==> src/rtl/seg7_scan_if.sv <==
// Bus between a BCD source and the seg7_scan display driver.
// The master supplies the digit word and scan controls; the slave drives the board pins.
interface seg7_scan_if #(
   parameter int DIGITS = 4
);
   logic                  en;
   logic                  load;
   logic [4*DIGITS-1:0]   bcd_in;
   logic [DIGITS-1:0]     dp_in;
   logic                  blank_lz;
   logic [6:0]            seg;
   logic                  dp;
   logic [DIGITS-1:0]     an;
   logic                  frame;

   modport master (
      output en, load, bcd_in, dp_in, blank_lz,
      input  seg, dp, an, frame
   );

   modport slave (
      input  en, load, bcd_in, dp_in, blank_lz,
      output seg, dp, an, frame
   );
endinterface

==> src/rtl/seg7_scan.sv <==
// Multiplexed 7-segment driver: captures a packed BCD word into a pending
// buffer, promotes it to the display buffer only between frames (or while
// idle) so a frame never mixes two words, and scans one digit every SCAN_DIV
// clocks.  Leading zeros can be blanked; COMMON_ANODE flips pin polarity only.
module seg7_scan #(
   parameter int DIGITS       = 4,
   parameter int SCAN_DIV     = 1000,
   parameter int COMMON_ANODE = 0
) (
   input  logic        clk,
   input  logic        rst,
   seg7_scan_if.slave  bus
);
   localparam int   PW  = $clog2(SCAN_DIV);
   localparam int   IW  = $clog2(DIGITS);
   localparam logic POL = (COMMON_ANODE != 0);

   typedef enum logic {IDLE, SCAN} state_t;

   state_t                state;
   logic [PW-1:0]         presc;
   logic [IW-1:0]         idx;

   logic [4*DIGITS-1:0]   pend_bcd;
   logic [DIGITS-1:0]     pend_dp;
   logic                  pend_valid;
   logic [4*DIGITS-1:0]   disp_bcd;
   logic [DIGITS-1:0]     disp_dp;

   logic                  tick;
   logic                  wrap;
   logic                  xfer;

   logic [DIGITS-1:0]     blank;
   logic [DIGITS-1:0]     an_v;
   logic [3:0]            cur_digit;
   logic                  cur_dp;
   logic                  cur_blank;

   logic [6:0]            seg_p1;
   logic                  dp_p1;
   logic [DIGITS-1:0]     an_p1;
   logic                  frame_p1;

   // BCD to {g,f,e,d,c,b,a}; non-decimal codes show a dash
   function automatic logic [6:0] decode(input logic [3:0] v);
      logic [6:0] s;
      case (v)
         4'd0:    s = 7'b0111111;
         4'd1:    s = 7'b0000110;
         4'd2:    s = 7'b1011011;
         4'd3:    s = 7'b1001111;
         4'd4:    s = 7'b1100110;
         4'd5:    s = 7'b1101101;
         4'd6:    s = 7'b1111101;
         4'd7:    s = 7'b0000111;
         4'd8:    s = 7'b1111111;
         4'd9:    s = 7'b1101111;
         default: s = 7'b1000000;
      endcase
      return s;
   endfunction

   // tick ends a digit slot; wrap is the tick of the last digit (frame end)
   assign tick = (state == SCAN) && (presc == PW'(SCAN_DIV - 1));
   assign wrap = tick && (idx == IW'(DIGITS - 1));
   // promote pending data only when no frame is in progress
   assign xfer = pend_valid && ((state == IDLE) || wrap);

   // Scan FSM: prescaler and digit index advance only while scanning
   always_ff @(posedge clk) begin
      if (rst) begin
         state <= IDLE;
         presc <= '0;
         idx   <= '0;
      end else begin
         case (state)
            IDLE: begin
               if (bus.en) begin
                  state <= SCAN;
                  presc <= '0;
                  idx   <= '0;
               end
            end
            SCAN: begin
               if (!bus.en) begin
                  state <= IDLE;
                  presc <= '0;
                  idx   <= '0;
               end else if (tick) begin
                  presc <= '0;
                  idx   <= (idx == IW'(DIGITS - 1)) ? '0 : idx + 1'b1;
               end else begin
                  presc <= presc + 1'b1;
               end
            end
            default: state <= IDLE;
         endcase
      end
   end

   // Double buffer: a load and a promotion on the same edge keep valid set
   always_ff @(posedge clk) begin
      if (rst) begin
         pend_bcd   <= '0;
         pend_dp    <= '0;
         pend_valid <= 1'b0;
         disp_bcd   <= '0;
         disp_dp    <= '0;
      end else begin
         if (xfer) begin
            disp_bcd <= pend_bcd;
            disp_dp  <= pend_dp;
         end
         if (bus.load) begin
            pend_bcd <= bus.bcd_in;
            pend_dp  <= bus.dp_in;
         end
         pend_valid <= bus.load | (pend_valid & ~xfer);
      end
   end

   // Leading-zero mask: blank from the MSB down until a nonzero value or a lit dp
   always_comb begin
      logic lead;
      blank = '0;
      lead  = bus.blank_lz;
      for (int i = DIGITS - 1; i >= 1; i--) begin
         if ((disp_bcd[4*i +: 4] != 4'd0) || disp_dp[i]) lead = 1'b0;
         blank[i] = lead;
      end
   end

   // Select the active digit's data and its one-hot anode
   always_comb begin
      an_v       = '0;
      an_v[idx]  = 1'b1;
      cur_digit  = disp_bcd[{idx, 2'b00} +: 4];
      cur_dp     = disp_dp[idx];
      cur_blank  = blank[idx];
   end

   // Pin register: polarity applied here only, dark whenever not scanning
   always_ff @(posedge clk) begin
      if (rst) begin
         seg_p1   <= {7{POL}};
         dp_p1    <= POL;
         an_p1    <= {DIGITS{POL}};
         frame_p1 <= 1'b0;
      end else begin
         frame_p1 <= wrap;
         if (state == SCAN) begin
            seg_p1 <= (cur_blank ? 7'd0 : decode(cur_digit)) ^ {7{POL}};
            dp_p1  <= (cur_blank ? 1'b0 : cur_dp) ^ POL;
            an_p1  <= an_v ^ {DIGITS{POL}};
         end else begin
            seg_p1 <= {7{POL}};
            dp_p1  <= POL;
            an_p1  <= {DIGITS{POL}};
         end
      end
   end

   assign bus.seg   = seg_p1;
   assign bus.dp    = dp_p1;
   assign bus.an    = an_p1;
   assign bus.frame = frame_p1;
endmodule

==> src/flat_wrapper.sv <==
// flat-port wrapper written by rule: the top's interface ports become plain ports
module seg7_scan_flat 
#(
   parameter int DIGITS       = 4,
   parameter int SCAN_DIV     = 1000,
   parameter int COMMON_ANODE = 0
)
  (clk, rst, bus_en, bus_load, bus_bcd_in, bus_dp_in, bus_blank_lz, bus_seg, bus_dp, bus_an, bus_frame);
  seg7_scan_if #(.DIGITS(DIGITS)) bus_i ();
  input  logic clk;
  input  logic rst;
  input wire logic [$bits(bus_i.en)-1:0] bus_en;
  input wire logic [$bits(bus_i.load)-1:0] bus_load;
  input wire logic [$bits(bus_i.bcd_in)-1:0] bus_bcd_in;
  input wire logic [$bits(bus_i.dp_in)-1:0] bus_dp_in;
  input wire logic [$bits(bus_i.blank_lz)-1:0] bus_blank_lz;
  output wire logic [$bits(bus_i.seg)-1:0] bus_seg;
  output wire logic [$bits(bus_i.dp)-1:0] bus_dp;
  output wire logic [$bits(bus_i.an)-1:0] bus_an;
  output wire logic [$bits(bus_i.frame)-1:0] bus_frame;
  assign bus_i.en = bus_en;
  assign bus_i.load = bus_load;
  assign bus_i.bcd_in = bus_bcd_in;
  assign bus_i.dp_in = bus_dp_in;
  assign bus_i.blank_lz = bus_blank_lz;
  assign bus_seg = bus_i.seg;
  assign bus_dp = bus_i.dp;
  assign bus_an = bus_i.an;
  assign bus_frame = bus_i.frame;
  seg7_scan #(.DIGITS(DIGITS), .SCAN_DIV(SCAN_DIV), .COMMON_ANODE(COMMON_ANODE)) u_core (.clk(clk), .rst(rst), .bus(bus_i));
endmodule
==> config.mk <==
export PLATFORM = sky130hd
export DESIGN_NAME = seg7_scan_flat
export DESIGN_NICKNAME = d
export VERILOG_FILES = /design/src/rtl/seg7_scan_if.sv /design/src/rtl/seg7_scan.sv /design/src/flat_wrapper.sv
export SDC_FILE = /design/constraint.sdc
export NUM_CORES = 1
export LEC_CHECK = 0
export ABC_AREA = 0
export BUFFER_PORTS_ARGS = -buffer_cell sky130_fd_sc_hd__buf_2
export CAP_MARGIN = 20
export CORE_MARGIN = 8
export CORE_UTILIZATION = 57
export DETAILED_ROUTE_END_ITERATION = 10
export PLACE_DENSITY = 0.84
export SYNTH_ARGS = -nofsm -noshare
export SYNTH_HDL_FRONTEND = slang
export SYNTH_SLANG_ARGS = --single-unit
==> constraint.sdc <==
create_clock -name clk -period 2.5 [get_ports clk]
set_input_delay 0.5 -clock clk [delete_from_list [all_inputs] [get_ports clk]]
set_output_delay 0.5 -clock clk [all_outputs]
set_load 0.005 [all_outputs]
# After elaboration in Yosys (flattened, before gate mapping)
# Memory sizes are Yosys's and may differ from the RTL's. A register that Yosys moved wholly into a read port is not among the register bits.
# Cells that the tools add are included.
# word_totals
reg_bits	60
mem_bits_ro	112
inputBits	25
out_inout_bits	13
word_cells	58
n_memories	1
# memory_table
name	depth	width	rd	rd_clocked_by_memory_dff	wr	line	source
(name not given)	16	7	1	1	0	seg7_scan.sv:48	case (v)
# op_classes
addsub	2
magnitude_cmp	2
eq_ne	4
n_shift	1
n_mux	19
n_bitwise	4
reduce_logical	14
# ops
op	n
10-bit two-way mux	3
10-bit one-hot mux with 2 select lines	1
16-bit by 5-bit variable part select with 4-bit output	1
4-bit nonzero test	3
10-bit by 1-bit adder with 10-bit output, second input constant	1
10-bit == test, second input constant	1
2-bit two-way mux	4
1-bit two-way mux	7
1-bit binary-select mux with 2-bit select	2
1-bit logical AND	4
1-bit logical OR	4
2-bit one-hot mux with 2 select lines	1
2-bit by 3-bit < comparator with 1-bit output, second input constant	1
3-bit inequality test, second input constant	1
3-bit OR reduction	1
2-bit by 1-bit adder with 2-bit output, second input constant	1
1-bit demux with 2-bit select	1
2-bit == test, second input constant	1
2-bit by 1-bit greater-or-equal comparator with 1-bit output, second input constant	1
2-bit inequality test, second input constant	1
1-bit NOT	2
2-bit AND reduction	1
2-bit OR reduction	1
1-bit AND	1
1-bit OR	1

# Depth between registers and ports, before layout
# logic_depth
word_depth	8
mapped_depth	7

# Worst setup path before layout
# No wires, ideal clock.
# synth_path
path_kind	reg-to-reg
startpoint	register u_core.idx[0]
endpoint	register u_core.seg_p1[5], in the netlist u_core.bus.seg[5]
setup_time_ns	0.063
arrival_time_ns	1.776
slack_ns	0.661
path_stages_with_launch	8
n_path_buf	1
path_cell_list	dfxtp_1 buf_6 mux4_2 inv_1 ha_1 nor2_1 o32a_1 nor2_2
# synth_between
elab_chain_cells	3
# synth_lines
item	line	source
start, declared	seg7_scan.sv:22	logic [IW-1:0] idx;
start signal, assigned	seg7_scan.sv:92	idx <= (idx == IW'(DIGITS - 1)) ? '0 : idx + 1'b1;
branches (longest 3 deep; another with 16-bit by 5-bit variable part select with 4-bit output)	--	
end, declared	seg7_scan.sv:40	logic [6:0] seg_p1;
# Several ways; the timed one is not identified. The select of a mux whose other input is x is not followed.
# A chain may end at the register's enable or synchronous reset.

# Worst setup path after layout
# Ends and elaborated chain as after synthesis.

==> flow_summary.yaml <==
status:
  status: "finished clean"
synth:
  ys_types: 45
  syn-mean-instance-area_sq_um: 9.818
  ys.flop_type: "dfxtp_1"
  yosysSeqAreaShare: 0.4647
  async_reset_ff_frac: 0
  netlist_area_sq_mm: 0.002887
  synthCells: 294
  postSynthNetCount: 330
  yosys_warnings: 0
  synth-edff-count: 0
  synth-seq-cells: 67
sta:
  slew_headroom: 0.5483
  hold_viol: 0
  fin_ws_ns: 0.4811
  setup_viol: 0
  fin_crit_ns: 2.019
  fmax_mhz: 495.3
  fin_tns_setup_ns: 0
  rsz0062_at_grt: "false"
  drv_slew: 0
  tightest_slew_ns: 0.6724
  whs_ns: 0.3984
  fin_skew_ns: 0.007074
  min_period_over_period: 0.8076
power_and_ir_drop:
  internal-power_w: 0.001572
  irDropWorstVdd_mv: 0.3638
  switching_share: 0.2277
  power_leakage_nw: 1.509
  power.switching_w: 0.0004635
  p_comb_frac: 0.071
  pwr-share-seq: 0.552
  powerDensity_mw_per_mm2: 620.7
  clkPwrFrac: 0.378
floorplanning:
  io_pins: 38
  start_util: 0.5762
  core.rowCount: 26
  die_h_um: 87.16
  die_w_um: 87.16
  core_sq_mm: 0.005010
  fp.dieArea_sq_mm: 0.007597
route:
  first_pass_iters: 4
  wirelength_mm: 5.602
  drc_errors: 0
  vias_per_cell: 5.401
  wl_per_cell_um: 13.87
  first_iter_violations: 109
  final_antenna_net_count: 0
  vias: 2182
grt:
  grt_max_degree: 47
  first_global_vias: 2122
  grt_usage: 0.1577
  antenna_found_initial: 0
  grt_pass1_wl_mm: 9.432
  grt_overflow_total: 0
final_layout:
  diodes: 0
  area_growth_pct: 13.61
  drive_above_1_share: 0.1946
  final_cell_area_sq_mm: 0.003279
  nNetsFinal: 367
  fill_cells: 422
cts:
  hold_buffers: 0
  clk_pin_slew_ns: 0.07
  cts_sinks: 67
  htree_levels: 3
  cts_tree: "done"
  cts_buffer_depth: 2
  cts_resized: 0
  post_cts_buffers: 0
  numCtsBuffers: 9
  clk_latency_ns: 0.33
  cts-root-buf: "clkbuf_8"
hold_path:
  hold_path.class: "input port to flip-flop"
  hp-start: "bus_bcd_in[2]"
setup_path:
  r2r_start: "u_core.idx[0]"
  rrSetupSlack_ns: 0.48
  critPathRequiredTime_ns: 2.77
  critPathKind: "flip-flop to flip-flop"
  worst_setup_path_start_kind: "flip-flop"
  endpoint_kind: "flip-flop"
  crit_fanout: 8
  critPathArrivalTime_ns: 2.29
  critPathLaunch: "u_core.idx[0]"
placement:
  postPlaceCellArea_sq_mm: 0.003112
  dp_slack_ns: 0.5130
  port_buffers: 37
  gp_congestion: 0.8139
  dp_hpwl_mm: 4.050
run:
  timing.max_cap.violations: 0
[per-stage QoR]
stage | std cells | util | total power [W]
after floorplan | 294 | - | 0.001245
after global placement | 390 | 0.6211 | 0.001285
after detailed placement | 390 | 0.6211 | 0.001290
after CTS | 404 | 0.6546 | 0.002060
after global routing | 404 | 0.6546 | 0.002125
final | 404 | 0.6546 | 0.002036
[critical path, stage by stage, from the launching register on]
cell and delay (ns):
dfxtp_1 0.55, mux4_2 0.63, inv_1 0.16, ha_1 0.19, nor2_1 0.05, o32a_1 0.30
nor2_2 0.07
[cell families (layout without fill, tap and decap cells)]
kind of cell	count (synthesis)	after routing	share of synthesized area
buffers and inverters	21	61	0.03338
adder cells (fa/ha/maj)	11	11	0.04768
multiplexers	50	50	0.1925
AO/OA/AOI/OAI	28	28	0.06372
flip-flops	67	67	0.4647
AND/OR/NAND/NOR	115	115	0.1920
XOR/XNOR	2	2	0.006070
[placed cells by master (no fill, tap or decap), types with 3 or more instances in the layout]
cell type / synthesis / layout
and2_1: 5 / 5
mux2i_1: 45 / 45
inv_1: 7 / 7
mux4_2: 3 / 3
ha_1: 11 / 11
a21oi_1: 8 / 8
nor2_1: 57 / 57
or3_1: 3 / 3
clkbuf_8: 0 / 11
and3_1: 3 / 3
buf_4: 0 / 3
nand2_1: 13 / 13
o21ai_0: 6 / 6
buf_2: 2 / 37
dfxtp_1: 67 / 67
a22oi_1: 4 / 4
nor3_1: 4 / 4
nand3_1: 11 / 11
[registers in the layout, indices dropped and copies added (netlist names)]
name               cells
u_core.bus.frame       1
u_core.bus.an          4
u_core.pend_dp         4
u_core.bus.seg         7
u_core.pend_bcd       16
u_core.pend_valid      1
u_core.disp_dp         4
u_core.idx             2
u_core.presc          10
u_core.bus.dp          1
u_core.state           1
u_core.disp_bcd       16
[per-layer routing]
metal	vias to the layer above	track usage	share of wire	wire [um]
met1	1021	0.1780	0.45	2525
met3	12	0.03491	0.047	264
met2	49	0.2658	0.48	2682
met5	-	0	0	0
li1	1100	-	-	-
met4	0	0.09375	0.023	129
[synth_stat cells (all sizes together), types with 2 or more instances]
cell type	instances	area share
a21oi	8	0.014
a22oi	4	0.010
a31oi	2	0.0043
and2	7	0.016
and3	3	0.0065
and4	2	0.0061
buf	8	0.016
clkbuf	6	0.0078
dfxtp	67	0.46
ha	11	0.048
inv	7	0.0091
mux2i	45	0.16
mux4	4	0.033
nand2	13	0.017
nand2b	2	0.0043
nand3	11	0.019
nand4	2	0.0043
nor2	58	0.076
nor2b	2	0.0043
nor3	4	0.0069
nor4	2	0.0043
o21ai	6	0.010
or3	3	0.0065
or4	2	0.0052
[power groups by stage]
stage / combinational, W / sequential (W) / clock, W
5_1_grt: 0.000159 / 0.00113 / 0.000839
6_report: 0.000144 / 0.00112 / 0.000769
3_5_place_dp: 0.000143 / 0.00115 / 0
2_1_floorplan: 0.000105 / 0.00114 / 0
3_3_place_gp: 0.000139 / 0.00115 / 0
4_1_cts: 0.000145 / 0.00112 / 0.000792
[cell type report]
type	instances	area, sq um	share of cell area
multi-input cells	206	1449	0.4418
clock buffers	12	155.1	0.04731
inverters	7	26.28	0.008012
repair buffers	40	207.7	0.06333
well taps	70	87.58	0.02671
clock inverters	2	12.51	0.003815
flip-flops and latches	67	1341	0.4090
[worst paths after layout]
path	cells after the start	to
setup / recovery	6	u_core.bus.seg[5]
hold / removal	3	u_core.pend_bcd[2]
setup reg to reg	6	u_core.bus.seg[5]
hold reg to reg	2	u_core.pend_bcd[14]
No activity file was read; power rests on OpenSTA's default activity.
